[config.mk]
export PLATFORM = sky130hd
export DESIGN_NAME = sprite_attr_table
export DESIGN_NICKNAME = d
export VERILOG_FILES = /design/src/rtl/sprite_pkg.sv /design/src/rtl/frame_sync.sv /design/src/rtl/sprite_attr_table.sv
export SDC_FILE = /design/constraint.sdc
export NUM_CORES = 1
export LEC_CHECK = 0
export ABC_AREA = 1
export CAP_MARGIN = 5
export CORE_UTILIZATION = 55
export DETAILED_ROUTE_END_ITERATION = 12
export DONT_BUFFER_PORTS = 1
export PLACE_DENSITY_LB_ADDON = 0.25
export SLEW_MARGIN = 15
export SYNTH_ARGS = -nofsm -noshare
export SYNTH_HDL_FRONTEND = slang
export SYNTH_SLANG_ARGS = --single-unit
[constraint.sdc]
create_clock -name clk -period 1.6 [get_ports clk]
set_input_delay 0.32 -clock clk [delete_from_list [all_inputs] [get_ports clk]]
set_output_delay 0.32 -clock clk [all_outputs]
set_load 0.01 [all_outputs]
[src/rtl/sprite_pkg.sv]
// Shared types and constants for the sprite descriptor table.
// Descriptor layout: [23:19] id, [18:10] x, [9:0] y.
// Register addresses for the control/status words above the descriptor window.
package sprite_pkg;

    localparam int DESC_W = 24;

    localparam logic [3:0] ADDR_CTRL   = 4'hC;
    localparam logic [3:0] ADDR_STATUS = 4'hD;
    localparam logic [3:0] ADDR_IRQCLR = 4'hE;

    typedef struct packed {
        logic [4:0] id;
        logic [8:0] x;
        logic [9:0] y;
    } sprite_desc_t;

endpackage

[src/rtl/frame_sync.sv]
// Vertical-blank entry detector and 8-bit frame counter.
// Latency: vb_edge_o is combinational in the cycle VCOUNT first reaches the blank line.
// No backpressure; frame_count_o updates the cycle after each edge.
module frame_sync #(
    parameter int VBLANK_LINE = 480
) (
    input  logic       clk,
    input  logic       reset,
    input  logic [9:0] vcount_i,
    output logic       vb_edge_o,
    output logic [7:0] frame_count_o
);

    logic       vblank;
    logic       vb_q;
    logic [7:0] frame_cnt_q;
    logic [7:0] frame_cnt_d;

    assign vblank        = (int'(vcount_i) >= VBLANK_LINE);
    // vb_q resets to 1 so a reset released inside blank does not fake an entry.
    assign vb_edge_o     = vblank & ~vb_q;
    assign frame_cnt_d   = vb_edge_o ? frame_cnt_q + 8'd1 : frame_cnt_q;
    assign frame_count_o = frame_cnt_q;

    // Track previous blank state and count blank entries (wraps at 255).
    always_ff @(posedge clk) begin
        if (reset) begin
            vb_q        <= 1'b1;
            frame_cnt_q <= 8'd0;
        end else begin
            vb_q        <= vblank;
            frame_cnt_q <= frame_cnt_d;
        end
    end

endmodule

[src/rtl/sprite_attr_table.sv]
// Avalon-MM sprite descriptor table: shadow written by software, copied to active at vblank entry.
// Latency: writes take effect at the sampling edge; readdata valid one cycle after read.
// No wait states; commit requests wait for the next vblank entry.
module sprite_attr_table
    import sprite_pkg::*;
#(
    parameter int NUM_SPRITES = 3,
    parameter int VBLANK_LINE = 480
) (
    input  logic                          clk,
    input  logic                          reset,
    input  logic                          chipselect,
    input  logic                          write,
    input  logic                          read,
    input  logic [3:0]                    address,
    input  logic [31:0]                   writedata,
    output logic [31:0]                   readdata,
    input  logic [9:0]                    VGA_VCOUNT,
    output logic [NUM_SPRITES*DESC_W-1:0] sprite_active,
    output logic [7:0]                    frame_count,
    output logic                          irq
);

    sprite_desc_t shadow_q [NUM_SPRITES];
    sprite_desc_t shadow_d [NUM_SPRITES];
    sprite_desc_t active_q [NUM_SPRITES];
    sprite_desc_t active_d [NUM_SPRITES];
    logic         pending_q, pending_d;
    logic         irq_q, irq_d;
    logic [31:0]  readdata_q, readdata_d;
    logic         vb_edge;
    logic         wr_en, rd_en, commit;

    frame_sync #(
        .VBLANK_LINE(VBLANK_LINE)
    ) u_frame_sync (
        .clk          (clk),
        .reset        (reset),
        .vcount_i     (VGA_VCOUNT),
        .vb_edge_o    (vb_edge),
        .frame_count_o(frame_count)
    );

    assign wr_en  = chipselect & write;
    assign rd_en  = chipselect & read;
    // Uses the registered pending, so a CTRL write in the edge cycle waits a frame.
    assign commit = vb_edge & pending_q;

    // Next-state for tables, flags and read mux.
    always_comb begin
        shadow_d   = shadow_q;
        active_d   = active_q;
        pending_d  = pending_q;
        irq_d      = irq_q;
        readdata_d = readdata_q;

        // Commit copies the pre-write shadow; a same-cycle write only lands in shadow.
        if (commit) begin
            active_d  = shadow_q;
            pending_d = 1'b0;
        end

        if (wr_en) begin
            for (int k = 0; k < NUM_SPRITES; k++) begin
                if (address == 4'(k)) begin
                    shadow_d[k] = sprite_desc_t'(writedata[DESC_W-1:0]);
                end
            end
            if (address == ADDR_CTRL && writedata[0]) begin
                pending_d = 1'b1;
            end
            if (address == ADDR_IRQCLR) begin
                irq_d = 1'b0;
            end
        end

        // A commit's irq set overrides a same-cycle clear.
        if (commit) begin
            irq_d = 1'b1;
        end

        // Reads observe registered state, so STATUS in the commit cycle is pre-commit.
        if (rd_en) begin
            readdata_d = 32'd0;
            for (int k = 0; k < NUM_SPRITES; k++) begin
                if (address == 4'(k)) begin
                    readdata_d = {8'd0, shadow_q[k]};
                end
            end
            if (address == ADDR_STATUS) begin
                readdata_d = {16'd0, frame_count, 6'd0, irq_q, pending_q};
            end
        end
    end

    // State registers with synchronous reset.
    always_ff @(posedge clk) begin
        if (reset) begin
            shadow_q   <= '{default: '0};
            active_q   <= '{default: '0};
            pending_q  <= 1'b0;
            irq_q      <= 1'b0;
            readdata_q <= 32'd0;
        end else begin
            shadow_q   <= shadow_d;
            active_q   <= active_d;
            pending_q  <= pending_d;
            irq_q      <= irq_d;
            readdata_q <= readdata_d;
        end
    end

    for (genvar k = 0; k < NUM_SPRITES; k++) begin : g_active
        assign sprite_active[k*DESC_W +: DESC_W] = active_q[k];
    end

    assign readdata = readdata_q;
    assign irq      = irq_q;

endmodule

==> impl_metrics.tcl, run 1 <==
set metrics [dict create \
    cts_tree "yes" \
    start_util_pct 57.27 \
    power_density_nw_per_um2 1044 \
    grt-ovfl-total 0 \
    via_per_inst 5.301 \
    maxCapViolations 0 \
    yosys_most_used_dff "dfxtp_1" \
    nets 1204 \
    syn_to_final_growth_pct 15.23 \
    die_y_um 120.4 \
    yosysUniqueCellTypes 24 \
    cpMaxStageDelayCell "dlygate4sd3_1" \
    finalWirelength_um 21270 \
    synthTopCellsByCount "nand2_1, nor2_1, dfxtp_1" \
    synthTopCellsByArea "dfxtp_1, nand2_1, nor2_1" \
    dr_total_vias 7104 \
    drive_gt1_share_pct 6.959 \
    period_needed_ps 1568 \
    hold_path.class "in2reg" \
    synth_top_area_share_pct 46.51 \
    worst_slack_ps 32.19 \
    htree_levels 4 \
    skew_ps 10.63 \
    diodes 0 \
    cts_buffer_depth 2 \
    die_w_um 120.4 \
    dpl.cell_count 1271 \
    first_iter_violations 701 \
    insertion_delay_ps 440 \
    core-area_um2 13450 \
    port_buffers 0 \
    finalHoldViolCount 0 \
    path_max_fanout 21 \
    wl_per_cell_um 15.87 \
    fp-row-count 42 \
    die-area_um2 14490 \
    routabilityCongestion 0.8744 \
    drtAntennaViolNets 0 \
    drc_errors 0 \
    drt_first_pass_iters 5 \
    worst-path-buf-inv 4 \
    slew_viol_final 0 \
    grtUsageTotal_pct 30.37 \
    io_pins 164 \
    cts_buffers 17 \
    synth-seq-cells 179 \
    crit_chain "nor2_4, buf_4, nand3_4, inv_2, buf_12, nand2_1, a21oi_1, dlygate4sd3_1" \
    yosys.area.top_type "dfxtp_1" \
    max-vdd-ir-drop_v 0.0007544 \
    critical_path.endpoint_type "flop" \
    grt_max_degree 64 \
    clock.fmax_mhz 637.8 \
    critPathKind "in2reg" \
    synth.most_common_cell "nand2_1" \
    cts_root_buf "clkbuf_16" \
    startpoint_type "input pin" \
    yosysWarnings 0 \
    fin_util_pct 66.00 \
    pre_cts_ws_ps 67.11 \
    netlist_instances 1132 \
    finalSetupViolations 0 \
    clkSinkCount 179 \
    netlist_area_um2 7705 \
    grt_pass1_wl_um 34080 \
    leakage_nw 4.160 \
    avgSynthCellArea_um2 6.806 \
    status "finished, final reports clean" \
    fin_crit_sh_pct 97.99 \
    critPathTopFamily "buffers and inverters" \
    fillCellCount 1163 \
    p_total_mw 9.272 \
    clk_pin_slew_ps 70 \
    max_stage_delay_ps 570 \
    antenna_found_initial 0 \
    grt_pass1_vias 6488 \
    crit_required_ps 1980 \
    cp.arrival_ps 1950 \
    finalSetupTns_ps 0 \
    fin_cells 1340 \
    synth_edf_count 0 \
    seq_area_frac_synth_pct 46.51 \
    hpwl_um 13860 \
    synthArstFlopShare_pct 0 \
]
[cells in the final DEF (no fill, tap or decap), drive strengths merged]
cell	instances
dlygate4sd3	36
bufinv	4
dfxtp	179
xor2	3
inv	89
a21oi	98
nand4	1
o21ai	13
nand2	339
nand3	123
clkinv	3
nor2	205
and2	1
conb	8
o21bai	1
buf	37
ha	1
or2	1
clkinvlp	4
clkbuf	18
[flip-flops by register name, summed over array words and instances, names as in the netlist]
signal / flops
readdata: 24
shadow_q: 72
sprite_active: 72
u_frame_sync.frame_count_o: 8
u_frame_sync.vb_q: 1
pending_q: 1
irq: 1
[worst register-to-register path: stages, from the launching register on]
cell and delay (ps):
dfxtp_1 380, nand3_1 130, nand3_1 110, nand2_1 60, a21oi_1 120, dlygate4sd3_1 550
[logic make-up (layout without fill, tap and decap cells)]
kind of cell / count (synthesis) / in the layout / share of synthesized area [%]
AND/OR/NAND/NOR: 670 / 670 / 35.39
flip-flops: 179 / 179 / 46.51
buffers and inverters: 166 / 191 / 10.20
AO/OA/AOI/OAI: 112 / 112 / 7.356
XOR/XNOR: 3 / 3 / 0.3411
adder cells (fa/ha/maj): 1 / 1 / 0.1624
other: 1 / 8 / 0.04867
[per-stage QoR]
stage / area, µm² / hold slack [ps]
2_1_floorplan: 7731 / 452.5
4_1_cts: 8867 / 15.22
6_report: 8879 / 27.70
5_1_grt: 8879 / 25.19
3_5_place_dp: 7868 / 400.3
3_3_place_gp: 7868 / 397.6
[layer usage]
layer  part of all wire, %  vias up  track usage [%]
li1                      -     3536                -
met1                    44     3239            40.85
met2                    44      288            45.76
met3                   9.5       41            9.292
met4                   2.4        0            11.19
met5                     0        -                0
[layout make-up]
| type | instances | area [µm²] | share of cell area (%) |
|---|---|---|---|
| clock buffer | 18 | 429.2 | 4.834 |
| clock inverter | 13 | 182.7 | 2.057 |
| inverter | 87 | 326.6 | 3.678 |
| multi-input combinational | 794 | 3374 | 38.01 |
| sequential | 179 | 3583 | 40.36 |
| tap | 176 | 220.2 | 2.480 |
| timing repair buffer | 73 | 762.0 | 8.582 |
[path summary, 6_finish.rpt]
kind                            slack [ps]                        end  depth (start not counted)                 startpoint
worst max register to register         200   readdata[3]$_SDFFE_PP0P_                          5  shadow_q[51]$_SDFFE_PP0P_
worst min-delay path                    30  shadow_q[44]$_SDFFE_PP0P_                          2              writedata[20]
worst min register to register         490  shadow_q[19]$_SDFFE_PP0P_                          2  shadow_q[19]$_SDFFE_PP0P_
worst max-delay path                    30  shadow_q[34]$_SDFFE_PP0P_                          8                 address[2]
[repair_timing]
action / 4_1_cts / 5_1_grt
resized for setup: 0 / 1
hold buffers: 37 / 0
hold endpoints to repair: 99 / 0
setup endpoints to repair: 0 / 3
setup buffers: 0 / 1
[power by group]
| part | internal [mW] | total (mW) | switching, mW |
|---|---|---|---|
| Sequential | 4.49 | 4.53 | 0.0379 |
| Clock | 2.60 | 4.36 | 1.76 |
| Combinational | 0.121 | 0.382 | 0.262 |
Note: power is estimated with default switching activity, not from simulation.
==> inputs of run 2 (changes only) <==
GPL_ROUTABILITY_DRIVEN = 0   (was not set)
==> results of run 2 <==
The final DEF is identical to that of run 1; final timing and power are the same.
==> inputs of run 3 (changes only) <==
CTS_CLUSTER_DIAMETER = 120   (was not set)
==> results of run 3 <==
The final DEF is identical to that of run 1; final timing and power are the same.
